<file path="src/rtl/prog_counter_sync.sv">
// Programmable limit counter (up / down / ping-pong / one-shot) with input synchronisers.
// Optional tick prescaler enabled by defining CNTR_PRESCALE_EN.
module prog_counter_sync #(
    parameter int WIDTH        = 8,
    parameter int SYNC_STAGES  = 2,
    parameter int CLEAR_ON_DIS = 1,
    parameter int PRESCALE     = 4
) (
    input  logic             clk,
    input  logic             rst,
    input  logic             en,
    input  logic [WIDTH-1:0] limit,
    input  logic [1:0]       mode,
    output logic [WIDTH-1:0] count,
    output logic             done,
    output logic             dir
);

    typedef enum logic [1:0] {
        MODE_UP      = 2'b00,
        MODE_DOWN    = 2'b01,
        MODE_PING    = 2'b10,
        MODE_ONESHOT = 2'b11
    } mode_e;

    if (WIDTH < 2 || WIDTH > 16 || SYNC_STAGES < 1 || SYNC_STAGES > 4 ||
        PRESCALE < 2 || PRESCALE > 256) begin : g_bad_param
        $error("prog_counter_sync: parameter out of supported range");
    end

    logic             r_en_sync    [SYNC_STAGES];
    logic [WIDTH-1:0] r_limit_sync [SYNC_STAGES];
    mode_e            r_mode_sync  [SYNC_STAGES];
    mode_e            r_mode_prev;

    logic [WIDTH-1:0] r_count;
    logic             r_done;
    logic             r_dir;

    logic             w_en_s;
    logic [WIDTH-1:0] w_limit_s;
    mode_e            w_mode_s;
    logic [WIDTH-1:0] w_start;
    logic             w_dir_rest;
    logic             w_mode_chg;
    logic             w_tick;
    logic [WIDTH-1:0] w_count_nxt;
    logic             w_done_nxt;
    logic             w_dir_nxt;

    // NOTE: the synchroniser stages are plain flops, so they are reset with everything else;
    // non-blocking assignments let every stage shift on the same edge regardless of order.
    always_ff @(posedge clk) begin
        if (rst) begin
            for (int i = 0; i < SYNC_STAGES; i++) begin
                r_en_sync[i]    <= 1'b0;
                r_limit_sync[i] <= '0;
                r_mode_sync[i]  <= MODE_UP;
            end
        end else begin
            r_en_sync[0]    <= en;
            r_limit_sync[0] <= limit;
            r_mode_sync[0]  <= mode_e'(mode);
            for (int i = 1; i < SYNC_STAGES; i++) begin
                r_en_sync[i]    <= r_en_sync[i-1];
                r_limit_sync[i] <= r_limit_sync[i-1];
                r_mode_sync[i]  <= r_mode_sync[i-1];
            end
        end
    end

    assign w_en_s     = r_en_sync[SYNC_STAGES-1];
    assign w_limit_s  = r_limit_sync[SYNC_STAGES-1];
    assign w_mode_s   = r_mode_sync[SYNC_STAGES-1];
    assign w_start    = (w_mode_s == MODE_DOWN) ? w_limit_s : '0;
    assign w_dir_rest = (w_mode_s != MODE_DOWN);
    assign w_mode_chg = (w_mode_s != r_mode_prev);

`ifdef CNTR_PRESCALE_EN
    localparam int PSC_W = $clog2(PRESCALE);
    logic [PSC_W-1:0] r_psc;

    always_ff @(posedge clk) begin
        if (rst || !w_en_s || w_mode_chg || w_tick) begin
            r_psc <= '0;
        end else begin
            r_psc <= r_psc + PSC_W'(1);
        end
    end

    assign w_tick = w_en_s && (r_psc == PSC_W'(PRESCALE - 1));
`else
    assign w_tick = w_en_s;
`endif

    // NOTE: every output of this block gets a default first so no path can infer a latch.
    always_comb begin
        w_count_nxt = r_count;
        w_done_nxt  = 1'b0;
        w_dir_nxt   = r_dir;
        if (!w_en_s) begin
            w_dir_nxt   = w_dir_rest;
            w_count_nxt = (CLEAR_ON_DIS != 0) ? w_start : r_count;
        end else if (w_mode_chg) begin
            w_dir_nxt   = w_dir_rest;
            w_count_nxt = w_start;
        end else if (w_tick) begin
            unique case (w_mode_s)
                MODE_UP: begin
                    w_dir_nxt = 1'b1;
                    if (r_count < w_limit_s) begin
                        w_count_nxt = r_count + WIDTH'(1);
                    end else begin
                        w_count_nxt = '0;
                        w_done_nxt  = 1'b1;
                    end
                end
                MODE_DOWN: begin
                    w_dir_nxt = 1'b0;
                    if (r_count > w_limit_s) begin
                        w_count_nxt = w_limit_s;
                    end else if (r_count != '0) begin
                        w_count_nxt = r_count - WIDTH'(1);
                    end else begin
                        w_count_nxt = w_limit_s;
                        w_done_nxt  = 1'b1;
                    end
                end
                MODE_PING: begin
                    if (r_dir) begin
                        if (r_count >= w_limit_s) begin
                            w_count_nxt = (w_limit_s == '0) ? '0 : w_limit_s - WIDTH'(1);
                            w_dir_nxt   = 1'b0;
                            w_done_nxt  = 1'b1;
                        end else begin
                            w_count_nxt = r_count + WIDTH'(1);
                        end
                    end else begin
                        if (r_count == '0) begin
                            w_count_nxt = (w_limit_s == '0) ? '0 : WIDTH'(1);
                            w_dir_nxt   = 1'b1;
                            w_done_nxt  = 1'b1;
                        end else begin
                            w_count_nxt = r_count - WIDTH'(1);
                        end
                    end
                end
                MODE_ONESHOT: begin
                    // done is a sticky level here; only disable, mode change or reset clear it
                    w_dir_nxt = 1'b1;
                    if (r_count < w_limit_s) begin
                        w_count_nxt = r_count + WIDTH'(1);
                        w_done_nxt  = r_done;
                    end else begin
                        w_count_nxt = w_limit_s;
                        w_done_nxt  = 1'b1;
                    end
                end
                default: ;
            endcase
        end else begin
            w_done_nxt = (w_mode_s == MODE_ONESHOT) && r_done;
        end
    end

    always_ff @(posedge clk) begin
        if (rst) begin
            r_count     <= '0;
            r_done      <= 1'b0;
            r_dir       <= 1'b1;
            r_mode_prev <= MODE_UP;
        end else begin
            r_count     <= w_count_nxt;
            r_done      <= w_done_nxt;
            r_dir       <= w_dir_nxt;
            r_mode_prev <= w_mode_s;
        end
    end

    assign count = r_count;
    assign done  = r_done;
    assign dir   = r_dir;

endmodule
</file>
<file path="config.mk">
export PLATFORM = sky130hd
export DESIGN_NAME = prog_counter_sync
export DESIGN_NICKNAME = d
export VERILOG_FILES = /design/src/rtl/prog_counter_sync.sv
export SDC_FILE = /design/constraint.sdc
export NUM_CORES = 1
export LEC_CHECK = 0
export BUFFER_PORTS_ARGS = -buffer_cell sky130_fd_sc_hd__buf_4
export CORE_MARGIN = 5
export CORE_UTILIZATION = 64
export CTS_CLUSTER_DIAMETER = 60
export DETAILED_ROUTE_END_ITERATION = 10
export MAX_ROUTING_LAYER = met4
export PLACE_DENSITY = 0.95
export SYNTH_ARGS = -nofsm -noshare
export SYNTH_HDL_FRONTEND = slang
export SYNTH_SLANG_ARGS = --single-unit
</file>
<file path="constraint.sdc">
create_clock -name clk -period 3.8 [get_ports clk]
set_input_delay 0.19 -clock clk [delete_from_list [all_inputs] [get_ports clk]]
set_output_delay 0.19 -clock clk [all_outputs]
set_load 0.02 [all_outputs]
</file>
Yosys cells after proc, flatten, opt, wreduce, memory -nomap -nowiden
Memory sizes are Yosys's and may differ from the RTL's. Index checks and enable logic that the tools add are counted.

$add $sub $neg: 3. Mux-type cells: 35. Eq/ne operators: 6. Divide/modulo/power cells: 0. Bitwise logic cells: 7. Shift-type cells: 0. Magnitude comparators: 3. $mul: 0. Reductions and logical operators: 6.

Operator list (count): $mux W8 (13); $pmux W8 S4 (1); $mux W1 (17); $logic_not A8 Y1 (2); $sub A8 B1 Y8 const B (2); $add A8 B1 Y8 const B (1); $ge A8 B8 Y1 (1); $gt A8 B8 Y1 (1); $lt A8 B8 Y1 (1); $reduce_bool A8 Y1 (1); $or A1 B1 Y1 (6); $eq A2 B2 Y1 const B (2); $mux W2 (2); $pmux W1 S4 (1); $pmux W1 S3 (1); $reduce_or A3 Y1 (1); $eq A2 B1 Y1 const B (1); $logic_not A2 Y1 (1); $ne A2 B1 Y1 const B (1); $ne A2 B2 Y1 (1); $ne A2 B2 Y1 const B (1); $reduce_or A2 Y1 (1); $not A1 Y1 (1).

Register bits: 12. Output and inout bits: 10. Logic and storage cells: 67. Memories kept: 3. Input bits: 13. Latch bits: 0. RAM bits: 22. Memory bits (read-only): 0.

Memories: r_limit_sync (depth 2, width 8, rd ports 2, clocked after memory_dff 0, wr ports 2, line 32) `logic [WIDTH-1:0] r_limit_sync [SYNC_STAGES];`; r_mode_sync (depth 2, width 2, rd ports 2, clocked after memory_dff 0, wr ports 2, line 33) `mode_e r_mode_sync [SYNC_STAGES];`; r_en_sync (depth 2, width 1, rd ports 2, clocked after memory_dff 0, wr ports 2, line 31) `logic r_en_sync [SYNC_STAGES];`.

Longest topological paths before layout
Gate-level depths: netlist (run 1).

Word-level depth: 7. Gate-level depth with buffers: 11. Depth with buffers taken out: 9.

Least setup slack after synthesis (run 1)
Ideal clock, no wire load.

Kind: reg-to-reg. Start point: reg r_count[1] (netlist: count[1]). End point: reg r_count[7] (netlist: count[7]). Setup time: 127 ps. Data arrival time: 2217 ps. Cell stages (with the launch flop): 10. Buffers on the path: 1. Path slack: 1456 ps. Path through: dfxtp_1 -> ha_1 -> nor2b_4 -> o211ai_2 -> a31oi_1 -> nor2_1 -> buf_4 -> mux2i_1 -> a21oi_1 -> or3_1.

Longest elaborated chain between the ends: 6.

Ends and longest elaborated chain: start: declaration (line 36) `logic [WIDTH-1:0] r_count;`; start signal: assignment (line 173) `r_count <= w_count_nxt;`; $sub A8 B1 Y8 (tied with other cells) (line 123, 144); $mux W8, on equally long branches (line 139, 122, 131); $mux W8, on equally long branches (line 130, 120); $pmux W8 S4 (*) (line 108) `unique case (w_mode_s)`; $mux W8 (*) (line 104) `end else if (w_mode_chg) begin`; $mux W8 (*) (line 101) `if (!w_en_s) begin`.

Mark *: on every way between the ends. The rest lies on a longest branch, timed or not. A chain may end at the register's enable or synchronous reset.

Final worst setup path (run 1)
Same ends and word-level chain as after synthesis.

==> run metrics, run 1 <==
peak fanout along the critical path=11; DP Wirelength=4780 um; WHS Path Cells=2; Die ar.=5010 um^2; IO buf count=22; TritonCTS Buffers=5; Rows=22; Post-Synth Simple-Gate Area=between 20 and 30%; post-synthesis xor/xnor area fraction=between 5 and 6%; post-route ant nets=0; CTS resizes=0; Hold EP=r_limit_sync[0][2]; Post-synth EDFFs=0; Mean Syn Cell Area=8.22 um^2; CP Data Arrival Time=2.76 ns; Chip Height=70.8 um; Final Cycle Share=67.9%; first-pass GRT wire length=10700 um; Pre-Repair DR Iteration Count=5; share of cells above drive strength 1=between 10% and 20%; CTS H-tree depth=2; R2R cell count=8; crit end category=register; Die Wd=70.8 um; Critical Path RT=3.98 ns; Clk Latency, worst-skew pair=approximately 0.29 ns; r2r endpoint=count[7]; Hold Fails Final Rpt=0; post-synthesis mux area share=approximately 4%; drt wl/cell=18.3 um; drt total wl=around 6400 um; FMAX=387 MHz; clock-pin slew on the worst setup and hold paths=0.08 ns; global route total overflow=0; outcome=finished, final reports clean; CTS tree=done; Mapped Area=2370 um^2; post-route setup TNS=0 ns; fin. max-slew vios=0; Slew headroom=52.6%; FF-to-FF Start=count[1]; Antenna Cells=0; Max Cap Viol=0; startpoint class of the critical path=register; # setup viols final=0; leakage dissipation=approximately 1.1 nW; Synth Area in Compound Gates=22.4%; Filler cells=between 300 and 400; CP Class=register to register; Mapped Nets=318; Seq/Total Area, Yosys=28.8%; post-CTS setup buffer count=0; initial DRC count=296; pin count of the biggest net entering global routing=36; CTS Sinks=34; Synth cell types=61; GRT Overall Usage=27.7%; Async SR Flop Fraction=0%; core area=around 3600 um^2; Synth Area in Adders=8.99%; Hold Path Class=input port to register; Non-Filler Instances=353; ys flop type=dfxtp_1; PnR Total Power=0.000854 W; Vias=2309; hold buffers post-CTS=0; R2R setup slack=1.22 ns; RSZ-0062 raised after global routing=no; Inst Count DP=346; PD cells=327 nW/um^2; Clock Path Buffers=2; # DRC=0; CTS root buffer=clkbuf_8; Initial Util=65.1%; vias in the first global route=2158; GPL Wtd Cong=1.09; synth-to-layout area growth=10.4%; post-layout min period=2.58 ns; largest family of logic cells by synthesized area=simple AND/OR/NAND/NOR gates; Slew @ Worst Pin=0.712 ns; Layout Nets=between 300 and 400; antenna violations before repair=0; Hold Startpoint=limit[2]; IO Pins=23; synthesized netlist cell count=288; Yosys warning count=0; Yosys reg bits=34; skew final=about 0.0078 ns; vias per cell=6.54; Peak VDD IR=0.295 mV
==> kinds of logic (layout without fill, tap and decap cells) <==
logic type	count (synthesis)	in the layout
buffers and inverters	29	46
AOI/OAI and AO/OA	76	76
muxes	9	9
xor gates and xnor gates	14	14
and+or+nand+nor	109	109
DFF	34	34
adders and majority gates	17	17
==> cells in the final DEF (no fill, tap or decap), types with 10 or more instances in the layout <==
master / count
dfxtp_1: 34
buf_4: 23
nor2b_1: 22
nand2_1: 22
a21oi_1: 21
nor2_1: 19
ha_1: 17
inv_1: 16
nor3_1: 12
o21ai_0: 11
nand3_1: 10
==> how the worst max path moves through the flow <==
| stage | startpoint | end | slack, ns | cells after the start |
|---|---|---|---|---|
| after CTS | count[0] | count[7] | 1.24 | 8 |
| after floorplan | count[1] | count[7] | 1.46 | 9 |
| final | count[1] | count[7] | 1.22 | 8 |
| after detailed placement | count[0] | count[7] | 1.27 | 9 |
| after global placement | count[0] | count[7] | 1.25 | 9 |
| after global routing | count[0] | done | 0.99 | 9 |
==> synth_stat cells, types with 7 or more instances <==
| cell | number | area, um^2 |
|---|---|---|
| a21oi_1 | 21 | 105 |
| dfxtp_1 | 34 | 681 |
| ha_1 | 17 | 213 |
| inv_1 | 16 | 60.1 |
| nand2_1 | 22 | 82.6 |
| nand3_1 | 10 | 50.1 |
| nor2_1 | 19 | 71.3 |
| nor2b_1 | 22 | 138 |
| nor3_1 | 12 | 60.1 |
| o21ai_0 | 11 | 55.1 |
| xnor2_1 | 7 | 61.3 |
| xor2_1 | 7 | 61.3 |
==> stage by stage <==
step                area [um^2]  util [%]  worst slack (ns)  hold WS (ns)
floorplan                  2370         -              1.46         0.318
global placement           2530      69.6              1.25         0.399
detailed placement         2530      69.6              1.27         0.407
CTS                        2610      71.9              1.24         0.108
global route               2610      71.9             0.993         0.121
finish                     2610      71.9              1.22         0.108
==> worst max-delay path, cell delays in order, from the launching register on <==
cell	delay, ns
dfxtp_1	0.55
ha_1	0.32
nor2b_4	0.13
o211ai_2	0.20
a21oi_2	0.11
or2_1	0.35
a22o_1	0.32
o2111a_1	0.15
or3_1	0.31
==> final cells by class <==
type,count,area (um^2),share of cell area (%)
inverters,16,60.1,2.30
clock inverters,2,15.0,0.575
clock buffers,5,68.8,2.64
well taps,48,60.1,2.30
repair buffers,23,173,6.61
flip-flops and latches,34,681,26.1
multi-input cells,225,1550,59.5
==> routing by layer <==
| metal | wire [um] | GRT usage [%] | vias to the layer above |
|---|---|---|---|
| met5 | 0 | - | - |
| met4 | 303 | 13.4 | 0 |
| met3 | 658 | 6.25 | 38 |
| met2 | 2910 | 42.6 | 172 |
| met1 | 2570 | 34.3 | 1027 |
| li1 | - | - | 1072 |
==> registers in the layout (all words and copies together), names as in the netlist <==
name / count
r_limit_sync: 16
r_mode_sync: 4
done: 1
dir: 1
r_en_sync: 2
count: 8
r_mode_prev: 2
==> report_power, final <==
part	total, W	switching, W	internal, W
logic	0.000206	0.000126	0.0000804
clock network	0.000264	0.000139	0.000125
registers	0.000385	0.0000149	0.000370
total	0.000854	0.000279	0.000575
(Power assumes the default switching activity.)
==> inputs of run 2 (changes only) <==
CORE_UTILIZATION = 59   (was 64)
PLACE_DENSITY = 0.9   (was 0.95)
clock period = 2.55 ns   (was 3.8 ns; I/O delays follow)
==> run 2 against run 1 <==
  * Core utilization is 1.0 points lower
  * Clock power is 65% higher
  * Fmax is 9.2% higher
  * Register-to-register slack worse by 1.0 ns
  * Combinational power is 71% higher
  * Critical path depth is 1 higher
  * Worst setup slack worse by 1.0 ns
  * Total power is 58% higher
  * Final area is 6.9% higher
  * First-iteration DRC count is 23% lower
  * Critical path type unchanged
  * Critical endpoint unchanged
  * Largest cell class unchanged
  * Largest power group unchanged
==> run metrics, run 2 (synthesis gave the netlist of run 1 again) <==
CP Class=register to register; PD cells=approximately 480 nW/um^2; Pint=a little over 0.0009 W; peak fanout along the critical path=5; synth-to-layout area growth=18.0%; RSZ-0062 raised after global routing=no; core area=3940 um^2; commonest non-fill, non-tap cells in the layout=44 x buf_4, 32 x dfxtp_1, 22 x nor2b_1, 22 x nand2_1, 20 x a21oi_1; initial DRC count=228; Die ar.=5380 um^2; vias in the first global route=2190; post-route setup slack=0.185 ns; Worst path slowest cell=dfxtp_2; global route total overflow=0; Rows=23; Hold Fails Final Rpt=0; CTS H-tree depth=2; CP startpoint=r_limit_sync[0][9]; CP cell instances=inv_1 -> ha_1 -> nor2b_4 -> o211ai_2 -> a21oi_2 -> or2_1 -> a22o_1 -> o2111a_1 -> or3_1; Chip Height=73.3 um; post-route ant nets=0; r2r endpoint=count[7]; skew final=0.0132 ns; Die Wd=73.3 um; Logic pwr share=26.1%; antenna violations before repair=0; R2R setup slack=0.19 ns; fin. max-slew vios=0; FF-to-FF Start=r_limit_sync[0][9]; P_sw=0.000430 W; outcome=finished, final reports clean; TritonCTS Buffers=5; Peak VDD IR=between 0.6 and 0.7 mV; Filler cells=330; post-route setup TNS=0 ns; clock-pin slew on the worst setup and hold paths=0.08 ns; Slew headroom=68.3%; Critical Path RT=2.73 ns; largest reg by FF count=r_limit_sync; Clock Path Buffers=2; CTS tree=done; DP Wirelength=slightly above 5000 um; # setup viols final=0; pin count of the biggest net entering global routing=36; vias per cell=approximately 6.2; Largest register FFs=16; CP Data Arrival Time=2.55 ns; CTS root buffer=clkbuf_8; CP Capture Point=count[7]; post-layout min period=2.36 ns; IO buf count=22; clock network power share=about a third; Layout Nets=356; CP bufs+invs=1; Vias=2355; Initial Util=60.0%; first-pass GRT wire length=10800 um; IO Pins=23; most common cell after layout, fill and taps aside=buf_4; Pre-Repair DR Iteration Count=5; Clk Latency, worst-skew pair=0.29 ns; post-CTS setup buffer count=0; leakage dissipation=~1.2 nW; GPL Wtd Cong=1.04; Hold Path Class=input port to register; Crit path largest cell delay=0.37 ns; # DRC=0; Net Sw Frac=31.8%; critical path's top delay family=compound AO/OA/AOI/OAI gates; stages on the worst setup path=9; R2R cell count=9; Seq pwr share=41.8%; Final Cycle Share=92.7%; hold buffers post-CTS=0; crit end category=register; CTS resizes=0; startpoint class of the critical path=register; GRT Overall Usage=27.0%; Setup WS pre-CTS=0.168 ns; CTS Sinks=34; drt wl/cell=17.8 um; Max Cap Viol=0; FMAX=423 MHz; share of cells above drive strength 1=20.8%; drt total wl=6690 um; Antenna Cells=0; Slew @ Worst Pin=0.473 ns
-- run 2: cell types whose count changed in the layout (fill, tap and decap cells not counted) --
cell / before / now
dfxtp_1: 34 / 32
clkbuf_8: 5 / 6
inv_6: 0 / 1
buf_4: 23 / 44
dfxtp_2: 0 / 2
a21oi_1: 21 / 20
clkinvlp_4: 2 / 1
a21oi_2: 1 / 2
-- run 2: layout make-up --
| type | instances | area (um^2) | area share (%) |
|---|---|---|---|
| multi-input combinational | 225 | 1560 | 55.8 |
| sequential | 34 | 683 | 24.5 |
| timing repair buffer | 44 | 330 | 11.8 |
| clock buffer | 6 | 82.6 | 2.96 |
| tap | 50 | 62.6 | 2.24 |
| inverter | 16 | 60.1 | 2.15 |
| clock inverter | 2 | 16.3 | 0.582 |
-- run 2: per-layer routing --
| layer | share of wire (%) | global-route usage (%) | vias up |
|---|---|---|---|
| li1 | - | - | 1119 |
| met1 | 42 | 33.3 | 1092 |
| met2 | 47 | 44.6 | 128 |
| met3 | 8.2 | 4.24 | 16 |
| met4 | 2.7 | 9.86 | 0 |
| met5 | 0 | - | - |
-- run 2: worst reg2reg max path, stage by stage, from the launching register on --
cell      delay (ns)
dfxtp_2         0.37
inv_1           0.09
ha_1            0.30
nor2b_4         0.14
o211ai_2        0.22
a21oi_2         0.11
or2_1           0.28
a22o_1          0.30
o2111a_1        0.15
or3_1           0.30
-- run 2: stage by stage --
step	cell area [um^2]	utilization, %	power, W	hold WS (ns)	std cells
after global routing	2790	70.8	0.00141	0.0520	377
after detailed placement	2690	68.2	0.000918	0.345	369
final	2790	70.8	0.00135	0.0492	377
after CTS	2790	70.7	0.00135	0.0503	377
after floorplan	2370	-	0.000807	0.256	288
after global placement	2690	68.2	0.000918	0.338	369
-- run 2: worst min-delay path by stage --
stage,from,to,slack (ns),cells after the start
detailed placement,limit[3],r_limit_sync[0][3],0.35,2
floorplan,en,r_en_sync[0][0],0.26,1
global route,limit[3],r_limit_sync[0][3],0.05,2
finish,limit[3],r_limit_sync[0][3],0.05,2
global placement,mode[0],r_mode_sync[0][0],0.34,2
CTS,limit[3],r_limit_sync[0][3],0.05,2
-- run 2: power groups by stage --
stage	Combinational, W	Clock, W	Sequential, W
final	0.000353	0.000435	0.000566
after global routing	0.000381	0.000464	0.000568
after CTS	0.000343	0.000438	0.000565
after detailed placement	0.000341	0	0.000577
after global placement	0.000342	0	0.000576
after floorplan	0.000227	0	0.000581
